$ cat config.mk
export PLATFORM = sky130hd
export DESIGN_NAME = maze_loader
export DESIGN_NICKNAME = d
export VERILOG_FILES = /design/src/rtl/maze_loader.sv
export SDC_FILE = /design/constraint.sdc
export NUM_CORES = 1
export LEC_CHECK = 0
export CAP_MARGIN = 30
export CORE_MARGIN = 2
export CORE_UTILIZATION = 49
export CTS_BUF_LIST = sky130_fd_sc_hd__clkbuf_8
export CTS_CLUSTER_DIAMETER = 40
export DETAILED_ROUTE_END_ITERATION = 8
export GPL_TIMING_DRIVEN = 0
export PLACE_DENSITY = 0.9
export REMOVE_ABC_BUFFERS = 1
export SKIP_CTS_REPAIR_TIMING = 1
export SLEW_MARGIN = 30
export SYNTH_ARGS = -nofsm -noshare
export SYNTH_HDL_FRONTEND = slang
export SYNTH_SLANG_ARGS = --single-unit
export TNS_END_PERCENT = 1
$ cat constraint.sdc
create_clock -name clk -period 2.2 [get_ports clk]
set_input_delay 0.44 -clock clk [delete_from_list [all_inputs] [get_ports clk]]
set_output_delay 0.44 -clock clk [all_outputs]
set_load 0.05 [all_outputs]
$ cat src/rtl/maze_loader.sv
// maze_loader: loads a serial 16x16 maze into memory, validates it and starts the solver.
// Optional: define MAZE_LOADER_PARITY_EN to accept and check a trailing even-parity bit.
module maze_loader #(
    parameter int CELLS = 256,
    parameter int AW    = 8
) (
    input  logic          clk,
    input  logic          rst,
    input  logic          ldStart,
    input  logic          bitIn,
    input  logic          bitVld,
    input  logic          abort,
    output logic [AW-1:0] loc,
    output logic          dOut,
    output logic          wr,
    output logic          memSel,
    output logic          start,
    output logic          busy,
    output logic          loadDone,
    output logic          err
);

    typedef enum logic [2:0] {
        IDLE,
        LOAD,
        PAR,
        CHK,
        GO
    } state_t;

`ifdef MAZE_LOADER_PARITY_EN
    localparam state_t AFTER_LOAD = PAR;
`else
    localparam state_t AFTER_LOAD = CHK;
`endif

    state_t        state_q;
    logic [AW-1:0] cnt_q;
    logic          first_q;
    logic          last_q;
    logic          done_q;
    logic          err_q;
    logic          start_q;
    logic          accept;
    logic          last_cell;
    logic          fault;

`ifdef MAZE_LOADER_PARITY_EN
    logic par_q;
    logic par_d;
    assign par_d = par_q ^ bitIn;
    assign fault = first_q | last_q | par_q;
`else
    assign fault = first_q | last_q;
`endif

    // Abort beats a coincident valid bit: nothing reaches memory.
    assign accept    = (state_q == LOAD) && bitVld && !abort;
    assign last_cell = (cnt_q == AW'(CELLS - 1));

    assign wr       = accept;
    assign dOut     = accept & bitIn;
    assign loc      = cnt_q;
    assign memSel   = (state_q == LOAD) || (state_q == PAR);
    assign busy     = (state_q != IDLE);
    assign start    = start_q;
    assign loadDone = done_q;
    assign err      = err_q;

    always_ff @(posedge clk or negedge rst) begin
        if (!rst) begin
            state_q <= IDLE;
            cnt_q   <= '0;
            first_q <= 1'b0;
            last_q  <= 1'b0;
            done_q  <= 1'b0;
            err_q   <= 1'b0;
            start_q <= 1'b0;
`ifdef MAZE_LOADER_PARITY_EN
            par_q   <= 1'b0;
`endif
        end else begin
            start_q <= 1'b0;
            unique case (state_q)
                IDLE: begin
                    if (ldStart) begin
                        state_q <= LOAD;
                        cnt_q   <= '0;
                        first_q <= 1'b0;
                        last_q  <= 1'b0;
                        done_q  <= 1'b0;
                        err_q   <= 1'b0;
`ifdef MAZE_LOADER_PARITY_EN
                        par_q   <= 1'b0;
`endif
                    end
                end
                LOAD: begin
                    if (abort) begin
                        state_q <= IDLE;
                    end else if (bitVld) begin
                        cnt_q <= cnt_q + 1'b1;
`ifdef MAZE_LOADER_PARITY_EN
                        par_q <= par_d;
`endif
                        if (cnt_q == '0) begin
                            first_q <= bitIn;
                        end
                        if (last_cell) begin
                            last_q  <= bitIn;
                            state_q <= AFTER_LOAD;
                        end
                    end
                end
`ifdef MAZE_LOADER_PARITY_EN
                PAR: begin
                    if (abort) begin
                        state_q <= IDLE;
                    end else if (bitVld) begin
                        par_q   <= par_d;
                        state_q <= CHK;
                    end
                end
`endif
                CHK: begin
                    if (fault) begin
                        err_q   <= 1'b1;
                        state_q <= IDLE;
                    end else begin
                        done_q  <= 1'b1;
                        start_q <= 1'b1;
                        state_q <= GO;
                    end
                end
                GO: begin
                    state_q <= IDLE;
                end
                default: begin
                    state_q <= IDLE;
                end
            endcase
        end
    end

endmodule

---- Yosys cells after proc, flatten, opt, wreduce, memory -nomap -nowiden ----
Index checks and enable logic that the tools add are counted.
storage, ports and cells
  flip-flop bits (word level) ............. 16
operators by class
  reductions and logical operators ........ 15
  add/sub/neg operators ................... 1
  bitwise operators ....................... 2
  muxes and demuxes ....................... 25
  eq/ne operators ......................... 13
operator list
  operator               number
  $mux W8                3
  $pmux W8 S2            1
  $mux W3                5
  $ne A2 B2 Y1 const B   6
  $mux W1                11
  $reduce_and A5 Y1      2
  $pmux W3 S3            1
  $reduce_and A3 Y1      3
  $add A8 B1 Y8 const B  1
  $eq A8 B8 Y1 const B   1
  $logic_not A8 Y1       1
  $pmux W1 S2            4
  $eq A3 B2 Y1 const B   2
  $ne A3 B3 Y1 const B   2
  $reduce_and A4 Y1      1
  $reduce_bool A2 Y1     2
  $eq A3 B1 Y1 const B   1
  $logic_not A3 Y1       1
  $reduce_bool A3 Y1     1
  $logic_and A1 B1 Y1    2
  $ne A2 B1 Y1 const B   1
  $and A1 B1 Y1          1
  $logic_not A1 Y1       1
  $logic_or A1 B1 Y1     1
  $or A1 B1 Y1           1

---- Longest topological paths before layout ----
  depth in word-level cells ............... 5
  mapped depth ............................ 5
  depth with buffers taken out ............ 5

---- Least setup slack after synthesis ----
No wires, ideal clock.
  kind .................................... register to output
  start ................................... reg state_q[1]
  end ..................................... out dOut
  cell stages (with the launch flop) ...... 5
  data required time ...................... 1.760 ns
  setup slack ............................. 0.021 ns
  arrival time ............................ 1.739 ns
  buffers on the path ..................... 0
  cells stage by stage .................... dfrtp_1 -> nor3b_1 -> and3b_1 -> nand2_1 -> inv_1
on the way
  longest elaborated chain between the ends .. 4
ends and longest elaborated chain
  what                              line  source
  start, declared                   37    state_t state_q;
  start signal, assigned            72    state_q <= IDLE;
  start signal, assigned            87    state_q <= LOAD;
  start signal, assigned            100   state_q <= IDLE;
  $eq A3 B1 Y1                      58    assign accept = (state_q == LOAD) && bitVld && !abort;
  $logic_and A1 B1 Y1 (2 in a row)  58
  net wr                            15    output logic wr,
  $and A1 B1 Y1                     62    assign dOut = accept & bitIn;
  end, declared                     14    output logic dOut,
The timed path passes the listed nets, and every way through them passes these cells.

---- Worst setup path in the final report ----
  start ................................... reg state_q[0]
  end ..................................... out wr
on the way
  longest elaborated chain between the ends .. 3
ends and longest elaborated chain
  what                              line
  $eq A3 B1 Y1                      58
  $logic_and A1 B1 Y1 (2 in a row)  58
  end, declared                     15
No other way between the ends.

==> results by group <==
Outcome
  • Run status: finished clean

Logic synthesis
  • Count of synthesis-stage warnings from yosys: 0
  • Number of standard cells after synthesis: between 80 and 90
  • Cell type with the highest aggregate area in the netlist: dfrtp_1
  • Synth Register Bits: 16
  • Proportion of synthesized chip area in sequential cells: 0.492
  • Yosys top cell area share: 0.492
  • Netlist area before placement: 815 um^2
  • Mean post-synth cell area: 9.58 um^2
  • Synth area leaders: dfrtp_1 (49%), a21oi_1 (4.3%), xnor2_1 (4.3%)
  • EDFF count, synth: 0
  • Number of unique standard cell types used by synthesis: 27
  • Most numerous cell in the Yosys netlist: dfrtp_1
  • Flip-flop cell with the highest count after synthesis: dfrtp_1
  • Proportion of register bits with asynchronous set or reset after synthesis: 1.00
  • Synth cell count leaders: dfrtp_1 (16), nor2_1 (9), inv_1 (8)

Worst setup path
  • Launching point of the worst reg2reg path: state_q[1]
  • Required time worst endpoint: about 1.8 ns
  • Worst path arrival time: 1.71 ns
  • Crit path capture type: output port
  • Startpoint types: flop
  • Worst setup path class: flop to output port
  • Register-to-register setup slack: around 0.43 ns
  • Reg-to-Reg End: loc[5]
  • Worst Reg-to-Reg Cells: 4
  • Maximum fanout along the worst path: 7

Worst hold path
  • Worst hold path type: flop to flop
  • Number of stages on the worst hold path: 1
  • Min-delay src: first_q
  • Hold Path End: state_q[2]

Routing
  • Number of nets with antenna violations after detailed routing: 0
  • DRC errors left: 0
  • Detailed Route Iter0 Violations: 12
  • Pre-Repair DR Iteration Count: 4
  • Average wire length per cell after detail routing: 14.8 um
  • Vias per inst: 5.85
  • Total wirelength of the detailed-routed design: between 1.5 and 2 mm
  • Total vias in the final route: 725

Timing
  • Setup repair after global routing missed its margin: yes
  • Fmax: 0.465 GHz
  • Final worst path period share: 0.977
  • Fin crit period: 2.15 ns
  • Slew @ Worst Pin: 0.694 ns
  • Max-slew violations: 0
  • Final setup vio count: 0
  • Final hold violation count: 0
  • Remaining max-slew budget at the tightest pin: 0.536
  • Maximum clock skew at final layout: 0.00311 ns

Global route
  • Vias in the first global route: 668
  • Pin count of the biggest net entering global routing: 17
  • Remaining global-route overflow: 0
  • Met1 GRT Util: 0.266
  • Global-route wire length before repair: 2.94 mm
  • Met3 layer usage reported by global route: 0.0400
  • Met2 Resource Use GR: 0.336
  • Most congested layer reported by global routing: met2
  • Number of antenna violations at the first check in global routing: 0
  • Overall fraction of global-route tracks in use: 0.205

Die
  • DIE AREA: 2000 um^2
  • Vert. Die Dim: 44.8 um
  • DIE WIDTH: 44.8 um
  • Core footprint: 1520 um^2
  • Number of ports placed on the die boundary: 21
  • Row Count: 14
  • Effective utilization at floorplan: 0.534

Clock tree
  • Total clock buffers created by CTS: 3
  • CTS tree: built
  • Count of clock tree sinks: 16
  • Clock root buffer: clkbuf_8
  • H-tree Lvls: 1
  • Clock transition time at the flip-flop clock pins of the worst setup and hold paths: 0.06 ns
  • Worst-case clock buffer depth: 2
  • Worst-Skew Late Latency: 0.25 ns

Power and ir drop
  • Total Power: 0.757 mW
  • Peak supply drop: 0.469 mV
  • Leak Pwr: 0.495 nW
  • Power per cell area: 693 nW/um^2

Place
  • Count of buffers inserted at the top-level ports: 20
  • Post-Place Cells: 120
  • Final RePlAce weighted congestion: 0.804
  • Detailed placement HPWL: 1.30 mm

Final layout
  • Number of diodes: 0
  • Number of filler cells placed in the layout: 122
  • Area delta synth->final: 34.1%
  • Count of placed standard cells in the final layout, fillers left out: 124
  • Share of final-layout standard cells stronger than drive strength 1: 0.0926
  • Net total in the final layout: 117

Flow run
  • Max-cap viol count: 0
[final cells by class]
class	count	area [um^2]	area share
Multi-Input combinational cell	60	384	0.352
Sequential cell	16	400	0.367
Inverter	8	30.0	0.0275
Timing Repair Buffer	20	203	0.186
Tap cell	16	20.0	0.0183
Clock buffer	4	55.1	0.0504
[through the flow]
step                hold WS, ns  setup slack [ns]  setup TNS, ns  cell area (um^2)  utilization
floorplan                 0.144            0.0210              0               810            -
global placement          0.445            -0.367         -0.604              1030        0.676
detailed placement        0.463            -0.387         -0.634              1030        0.676
CTS                       0.473            -0.585          -1.16              1080        0.712
global route              0.486           -0.0244        -0.0325              1090        0.717
finish                    0.469            0.0508              0              1090        0.717
[worst max path at each step]
stage / start / endpoint / slack [ns]
after global routing: state_q[0] / dOut / -0.02
after global placement: abort / dOut / -0.37
after floorplan: state_q[1] / dOut / 0.02
final: state_q[0] / wr / 0.05
after CTS: state_q[0] / dOut / -0.59
after detailed placement: abort / dOut / -0.39
[cell usage in the layout, fill, tap and decap left out, types with 3 or more instances in the layout]
| cell | instances |
|---|---|
| clkbuf_8 | 4 |
| dfrtp_1 | 16 |
| xnor2_1 | 4 |
| a21oi_1 | 7 |
| nor2_1 | 9 |
| clkdlybuf4s50_1 | 16 |
| inv_1 | 8 |
| nand2b_1 | 3 |
| nand2_1 | 5 |
| o21ai_0 | 4 |
| dlymetal6s2s_1 | 3 |
| nand3_1 | 3 |
[power by group]
part	switching [mW]	leakage (nW)	internal, mW
Combinational	0.109	0.246	0.0627
Sequential	0.0202	0.220	0.308
Clock	0.0984	0.0288	0.159
[critical path: stages (launching register included)]
cell	delay [ns]
dfrtp_1	0.46
nor3b_2	0.28
and3b_1	0.27
dlymetal6s2s_1	0.44
[sequential cells by signal, indices dropped and copies added (netlist names)]
name,flops
loc,8
start,1
first_q,1
last_q,1
err,1
state_q,3
loadDone,1
[cell families (layout without fill, tap and decap cells)]
logic type | after synthesis | count (layout) | synth area share
buf+inv | 9 | 32 | 0.0430
xor+xnor | 4 | 4 | 0.0430
compound gates | 20 | 20 | 0.161
flops | 16 | 16 | 0.492
simple gates | 34 | 34 | 0.230
fa+ha+maj | 2 | 2 | 0.0307
[per-layer routing]
metal	vias up	wire, um
li1	345	-
met1	352	832
met2	23	869
met3	5	100
met4	0	32
met5	-	0
Note: power is estimated with default switching activity, not from simulation.
